[src/rtl/regfile_wr_arbiter.sv]
// Round-robin arbiter sharing the register file's two write ports among NUM_REQ writeback sources.
// Define RF_ARB_PERF_EN to add the dual-grant and address-conflict performance counters.
module regfile_wr_arbiter #(
    parameter int ADDR_WIDTH = 6,
    parameter int DATA_WIDTH = 32,
    parameter int NUM_REQ    = 4
) (
    input  logic                           clk,
    input  logic                           rst,
    input  logic [NUM_REQ-1:0]             req_valid_i,
    output logic [NUM_REQ-1:0]             req_ready_o,
    input  logic [NUM_REQ*ADDR_WIDTH-1:0]  req_addr_i,
    input  logic [NUM_REQ*DATA_WIDTH-1:0]  req_data_i,
    output logic [ADDR_WIDTH-1:0]          waddr_a_o,
    output logic [DATA_WIDTH-1:0]          wdata_a_o,
    output logic                           we_a_o,
    output logic [ADDR_WIDTH-1:0]          waddr_b_o,
    output logic [DATA_WIDTH-1:0]          wdata_b_o,
    output logic                           we_b_o
`ifdef RF_ARB_PERF_EN
    ,
    input  logic                           perf_clr_i,
    output logic [15:0]                    perf_dual_o,
    output logic [15:0]                    perf_conflict_o
`endif
);

    localparam int PTR_W = $clog2(NUM_REQ);
    typedef logic [PTR_W-1:0] ptr_t;

    ptr_t                  rr_ptr;
    ptr_t                  rr_ptr_next;
    logic [ADDR_WIDTH-1:0] addr [NUM_REQ];
    logic [DATA_WIDTH-1:0] data [NUM_REQ];
    logic [NUM_REQ-1:0]    is_x0;
    logic [NUM_REQ-1:0]    cand;
    logic [NUM_REQ-1:0]    grant;
    logic                  g1_found;
    logic                  g2_found;
    ptr_t                  g1_idx;
    ptr_t                  g2_idx;
    logic                  clash;

    function automatic ptr_t ptr_inc(input ptr_t p);
        return (int'(p) == NUM_REQ - 1) ? '0 : p + ptr_t'(1);
    endfunction

    always_comb begin
        for (int i = 0; i < NUM_REQ; i++) begin
            addr[i]  = req_addr_i[i*ADDR_WIDTH +: ADDR_WIDTH];
            data[i]  = req_data_i[i*DATA_WIDTH +: DATA_WIDTH];
            is_x0[i] = req_valid_i[i] && (addr[i] == '0);
            cand[i]  = req_valid_i[i] && (addr[i] != '0);
        end
    end

    // Circular search from rr_ptr: first candidate takes port A, the next one with a
    // different address takes port B; any same-address candidate is held off.
    always_comb begin : grant_search
        int idx;
        // NOTE: every output of this block gets a default first so no latch is inferred;
        // blocking assignments are used here because later iterations read earlier results.
        g1_found = 1'b0;
        g2_found = 1'b0;
        g1_idx   = '0;
        g2_idx   = '0;
        clash    = 1'b0;
        for (int k = 0; k < NUM_REQ; k++) begin
            idx = int'(rr_ptr) + k;
            if (idx >= NUM_REQ) idx = idx - NUM_REQ;
            if (cand[idx]) begin
                if (!g1_found) begin
                    g1_found = 1'b1;
                    g1_idx   = ptr_t'(idx);
                end else if (addr[idx] == addr[g1_idx]) begin
                    clash = 1'b1;
                end else if (!g2_found) begin
                    g2_found = 1'b1;
                    g2_idx   = ptr_t'(idx);
                end
            end
        end
    end

    always_comb begin
        for (int i = 0; i < NUM_REQ; i++) begin
            grant[i] = (g1_found && (g1_idx == ptr_t'(i))) ||
                       (g2_found && (g2_idx == ptr_t'(i)));
        end
        req_ready_o = rst ? '0 : (is_x0 | grant);

        rr_ptr_next = rr_ptr;
        if (g2_found)      rr_ptr_next = ptr_inc(g2_idx);
        else if (g1_found) rr_ptr_next = ptr_inc(g1_idx);
    end

    // NOTE: sequential state uses non-blocking assignments so every register samples
    // the pre-edge values regardless of statement order.
    always_ff @(posedge clk or posedge rst) begin
        if (rst) begin
            rr_ptr    <= '0;
            we_a_o    <= 1'b0;
            waddr_a_o <= '0;
            wdata_a_o <= '0;
            we_b_o    <= 1'b0;
            waddr_b_o <= '0;
            wdata_b_o <= '0;
        end else begin
            rr_ptr <= rr_ptr_next;
            we_a_o <= g1_found;
            we_b_o <= g2_found;
            if (g1_found) begin
                waddr_a_o <= addr[g1_idx];
                wdata_a_o <= data[g1_idx];
            end
            if (g2_found) begin
                waddr_b_o <= addr[g2_idx];
                wdata_b_o <= data[g2_idx];
            end
        end
    end

`ifdef RF_ARB_PERF_EN
    always_ff @(posedge clk or posedge rst) begin
        if (rst) begin
            perf_dual_o     <= '0;
            perf_conflict_o <= '0;
        end else if (perf_clr_i) begin
            perf_dual_o     <= '0;
            perf_conflict_o <= '0;
        end else begin
            if (g1_found && g2_found && (perf_dual_o != 16'hFFFF))
                perf_dual_o <= perf_dual_o + 16'd1;
            if (clash && (perf_conflict_o != 16'hFFFF))
                perf_conflict_o <= perf_conflict_o + 16'd1;
        end
    end
`endif

endmodule
[config.mk]
export PLATFORM = sky130hd
export DESIGN_NAME = regfile_wr_arbiter
export DESIGN_NICKNAME = d
export VERILOG_FILES = /design/src/rtl/regfile_wr_arbiter.sv
export SDC_FILE = /design/constraint.sdc
export NUM_CORES = 1
export LEC_CHECK = 0
export ABC_CLOCK_PERIOD_IN_PS = 7300
export CAP_MARGIN = 0
export CELL_PAD_IN_SITES_DETAIL_PLACEMENT = 2
export CELL_PAD_IN_SITES_GLOBAL_PLACEMENT = 2
export CORE_ASPECT_RATIO = 2
export CORE_UTILIZATION = 27
export DETAILED_ROUTE_END_ITERATION = 8
export PLACE_DENSITY_LB_ADDON = 0.1
export SYNTH_ARGS = -nofsm -noshare
export SYNTH_HDL_FRONTEND = slang
export SYNTH_SLANG_ARGS = --single-unit
[constraint.sdc]
create_clock -name clk -period 7.3 [get_ports clk]
set_input_delay 0.73 -clock clk [delete_from_list [all_inputs] [get_ports clk]]
set_output_delay 0.73 -clock clk [all_outputs]
set_load 0.1 [all_outputs]
Word level (Yosys, flattened, before mapping)
Index checks and enable logic that the tools add are counted.
{"block": "op_classes", "n_addsub": 9, "n_lt_le_gt_ge": 16, "n_eq_ne": 11, "muxes": 82, "bitwise": 9, "n_reduce_logical": 31}
{"operator": "$mux W32", "count": 8}
{"operator": "$bmux W32 S2", "count": 2}
{"operator": "$lt A32 B4 Y1 const B", "count": 4}
{"operator": "$bmux W6 S2", "count": 8}
{"operator": "$ge A32 B3 Y1 const B", "count": 3}
{"operator": "$mux W6", "count": 16}
{"operator": "$not A32 Y32", "count": 3}
{"operator": "$mux W2", "count": 22}
{"operator": "$ge A3 B3 Y1 const B", "count": 8}
{"operator": "$logic_not A6 Y1", "count": 4}
{"operator": "$reduce_bool A6 Y1", "count": 4}
{"operator": "$mux W1", "count": 21}
{"operator": "$eq A6 B6 Y1", "count": 3}
{"operator": "$logic_and A1 B1 Y1", "count": 16}
{"operator": "$not A2 Y3", "count": 5}
{"operator": "$sub A3 B3 Y4 const B", "count": 3}
{"operator": "$bmux W1 S2", "count": 4}
{"operator": "$eq A2 B1 Y1 const B", "count": 4}
{"operator": "$eq A2 B2 Y1 const B", "count": 4}
{"operator": "$add A2 B2 Y3 const B", "count": 2}
{"operator": "$add A2 B1 Y2 const B", "count": 2}
{"operator": "$logic_not A2 Y1", "count": 2}
{"operator": "$logic_or A1 B1 Y1", "count": 4}
{"operator": "$mux W4", "count": 1}
{"operator": "5 further kinds", "count": 5}
{"block": "totals", "ff_bits": 80, "in_bits": 158, "output_inout_bits": 82, "wordCells": 165}

Longest topological paths before layout
{"block": "depth", "depth_word": 27, "mapped_depth": 26}

Worst setup path before layout
OpenSTA, ideal clock, no wires.
{"block": "synth_path", "path_type": "input-to-output", "start": "in req_addr_i[20]", "end": "out req_ready_o[2]", "arrival_time_ns": 6.748, "required_ns": 6.570, "path_slack_ns": -0.178, "cell_stages": 22, "path_cell_list": "buf_2 -> or4_4 -> o31ai_2 -> and2_1 -> buf_4 -> o21a_1 -> inv_1 -> ha_1 -> clkbuf_1 -> or3_1 -> buf_6 -> a221oi_1 -> nor3_1 -> nor4b_2 -> nand4_1 -> o211a_1 -> o32a_1 -> nand2_1 -> buf_2 -> ha_1 -> nand2_1 -> a21oi_1"}
{"block": "synth_via", "elab_chain_len": 27, "word_cells_on_any_way": 76, "cone_classes": "5 x eq/ne; 62 x mux; 4 x bitwise; 5 x reduce/logical"}
{"item": "start: declaration", "line_no": "12", "rtl": "input logic [NUM_REQ*ADDR_WIDTH-1:0] req_addr_i,"}
{"item": "$reduce_bool A6 Y1", "line_no": "53", "rtl": "cand[i] = req_valid_i[i] && (addr[i] != '0);"}
{"item": "$logic_and A1 B1 Y1", "line_no": "53"}
{"item": "$bmux W1 S2", "line_no": "71", "rtl": "if (cand[idx]) begin"}
{"item": "$mux W1 (implied by the code) (2 in series)", "line_no": "71"}
{"item": "$mux W2", "line_no": "71"}
{"item": "$not A2 Y3 (implied by the code)", "line_no": "75", "rtl": "end else if (addr[idx] == addr[g1_idx]) begin"}
{"item": "$bmux W6 S2", "line_no": "75"}
{"item": "$mux W6 (implied by the code) (2 in series)", "line_no": "75"}
{"item": "[9 not listed]"}
{"item": "$mux W2", "line_no": "75"}
{"item": "$mux W2", "line_no": "72", "rtl": "if (!g1_found) begin"}
{"item": "$mux W2", "line_no": "71"}
{"item": "$eq A2 B2 Y1", "line_no": "88", "rtl": "(g2_found && (g2_idx == ptr_t'(i)));"}
{"item": "$logic_and A1 B1 Y1", "line_no": "88"}
{"item": "$logic_or A1 B1 Y1 *", "line_no": "87", "rtl": "grant[i] = (g1_found && (g1_idx == ptr_t'(i))) ||"}
{"item": "$or A4 B4 Y4 *", "line_no": "90", "rtl": "req_ready_o = rst ? '0 : (is_x0 | grant);"}
{"item": "$mux W4 *", "line_no": "90"}
{"item": "end: declaration", "line_no": "11", "rtl": "output logic [NUM_REQ-1:0] req_ready_o,"}
Every way passes the cells marked *; elsewhere a longest branch is shown, timed or not. The select of a mux whose other input is x is not followed.

Worst setup path in the final report
{"block": "layout_path", "start": "in req_addr_i[6]", "end": "out req_ready_o[1]"}
{"block": "layout_via", "elab_chain_len": 27, "word_cells_on_any_way": 78, "cone_classes": "5 x eq/ne; 62 x mux; 4 x bitwise; 7 x reduce/logical"}
{"item": "$reduce_bool A6 Y1", "line_no": "53"}
{"item": "$logic_and A1 B1 Y1", "line_no": "53"}
{"item": "$bmux W1 S2", "line_no": "71"}
{"item": "$mux W1 (implied by the code) (2 in series)", "line_no": "71"}
{"item": "$mux W2", "line_no": "71"}
{"item": "$not A2 Y3 (implied by the code)", "line_no": "75"}
{"item": "$bmux W6 S2", "line_no": "75"}
{"item": "$mux W6 (implied by the code) (2 in series)", "line_no": "75"}
{"item": "[9 not listed]"}
{"item": "$mux W2", "line_no": "75"}
{"item": "$mux W2", "line_no": "72"}
{"item": "$mux W2", "line_no": "71"}
{"item": "$eq A2 B1 Y1", "line_no": "88"}
{"item": "$logic_and A1 B1 Y1", "line_no": "88"}
{"item": "$logic_or A1 B1 Y1", "line_no": "87"}
{"item": "$or A4 B4 Y4 *", "line_no": "90"}
{"item": "$mux W4 *", "line_no": "90"}
Marked as above.

==> results.ini <==
[grt]
antenna_found_initial=2
grt_max_degree=78
grt_pass1_wl_um=55090
grt_overflow=0
grt_pass1_vias=9379
grt_usage_pct=26.10

[synth]
synth_seq_cells=80
synthXorXnorAreaFrac_pct=1.291
yosys_warnings=0
synth_simple_gate_area_share_pct=23.32
syn_inst=920
synth.area.mux_share_pct=19.04
synth_nets=1087
synth_compound_area_share_pct=21.96
synth-edff-count=0
yosysTopAreaCell=dfrtp_1
seq_area_frac_synth_pct=26.82
synthAdderAreaFrac_pct=1.509
syn_area_per_cell_um2=8.114
synth_top_family_by_area=simple AND/OR/NAND/NOR gates
postSynth.asyncResetShare_pct=100.0
yosys_most_used_dff=dfrtp_1
synth_area_leaders=dfrtp_1 27%, mux2i_1 13%, nand2_1 12%
synth_cell_types=70
yosysTopAreaCellShare_pct=26.82
syn_area_um2=7465

[placed_design]
pre_cts_ws_ps=204.4
placement.io_buffers=239
hpwl_um=27360
dp.cells=1476
gp_congestion=0.9261

[floorplan]
core_area_um2=27010
die_w_um=119.6
start_util_pct=27.63
row_count=85
dieArea_um2=28360
die_h_um=237.1
io_pins=240

[finish]
most-common-layout-cells=242 x nand2_1, 235 x clkdlybuf4s50_1, 96 x mux2i_1
fin_util_pct=39.50
diodes=0
layout_commonest_cell=nand2_1
finalNetCount=1307
drive_gt1_share_pct=13.46
nFillCells=2992
syn2layout_area_growth_pct=42.96
instances_no_fill=1492

[timing]
tightestPinTransition_ps=1088
drv_slew=0
worst_slack_ps=309.2
fin_tns_setup_ps=0
finalCritPeriodShare_pct=95.76
maxSlewHeadroom_pct=27.26
finalSetupViolations=0
hold_violations=0
finalCriticalPeriod_ps=6991
finalClockSkew_ps=9.906
max_freq_ghz=0.1430

[worst_hold_path]
hp-class=reg2reg

[run_status]
status=finished, final reports clean

[detailed_routing]
first_pass_iters=4
wirelength_um=36280
ant_nets=0
vias=8215
wl_per_cell_um=24.32
drc=0
dr.first_iter.drc_count=285
viasPerCell=5.506

[clock_network]
cts_max_path_buffers=2
clk_pin_slew_ps=60
cts_tree=done
cts_made_buffers=9
htreeDepth=3
worstSkewPairLatency_ps=360
cts.sinks=80
cts-root-buf=clkbuf_16

[critical_path]
start_kind=input port
timing_worst_setup_path_type=in2out
cp-end-kind=output port
path_max_fanout=10
cp_data_required_time_ps=6570
cp_data_arrival_time_ps=6260

[flow_run]
max_cap_violations=0

[worst max-delay path: stages]
cell and delay [ps]:
clkdlybuf4s50_1 560, or4_1 660, o31a_1 290, a21oi_1 160
o21a_1 200, inv_1 80, ha_1 260, or3_4 490
a221oi_1 390, nor3_1 130, nor4b_2 300, nand4_1 290
o211a_1 350, o32a_1 380, nand2_2 160, inv_2 60
ha_1 180, a222oi_1 290, nor2_1 120, buf_12 180
[timing repair]
action / 4_1_cts / 5_1_grt
resized for setup: 0 / 2
hold buffers: 0 / 0
endpoints found under the setup margin: 0 / 2
setup buffers: 0 / 1
[logic make-up after synthesis]
logic type | Yosys count
DFF | 80
AOI/OAI and AO/OA | 205
muxes | 121
and+or+nand+nor | 401
buffers and inverters | 93
adders and majority gates | 9
xor gates and xnor gates | 11
[cells in the mapped netlist (7+ instances only)]
master,count
nand2_1,243
mux4_2,16
clkbuf_1,49
a221oi_1,11
inv_1,11
a211o_1,7
a21oi_1,15
o211ai_1,7
buf_2,8
a221oi_2,31
o21ai_0,90
ha_1,9
nor3_1,10
buf_4,8
and2_1,9
nor2_1,59
mux2_2,8
dfrtp_1,80
nand3_1,47
mux2i_1,97
xnor2_1,11
[per-stage QoR]
step,area (um^2),hold WS [ps]
after global placement,10350,460.3
after detailed placement,10350,479.5
after floorplan,7468,962.5
final,10670,486.6
after CTS,10650,494.3
after global routing,10670,518.2
[final timing paths]
path                       slack [ps]        endpoint     startpoint  cells after the start
setup / recovery                  310  req_ready_o[1]  req_addr_i[6]                     20
hold / removal                    490   wdata_a_o[19]  wdata_a_o[19]                      2
min in group asynchronous         840    wdata_b_o[0]            rst                      2
max in group asynchronous        5230   wdata_b_o[28]            rst                      3
setup reg to reg                 1980    waddr_b_o[0]      rr_ptr[1]                     19
hold reg to reg                   490   wdata_a_o[19]  wdata_a_o[19]                      2
[state kept, by name, summed over array words and instances (netlist names)]
register,count
waddr_a_o,6
we_b_o,1
rr_ptr,2
waddr_b_o,6
wdata_a_o,32
wdata_b_o,32
we_a_o,1
[cell type report]
class                   instances  area [um^2]  area share (%)
multi-input cells             747         5072           47.53
well taps                     348        435.4           4.080
clock inverters                 3        40.04          0.3752
inverters                      14        55.05          0.5159
flip-flops and latches         80         2002           18.76
clock buffers                  12        266.5           2.497
repair buffers                288         2800           26.24
[routing by layer]
layer / track usage [%] / vias to the layer above / share of wire, %
li1: - / 3751 / -
met1: 24.01 / 4181 / 33
met2: 52.09 / 205 / 58
met3: 4.990 / 74 / 4.0
met4: 14.02 / 4 / 5.3
met5: 0 / - / 0.074
Power is left out: the tool's default activity adds up to more than one toggle a clock period on the data nets, which glitch-free logic cannot reach.
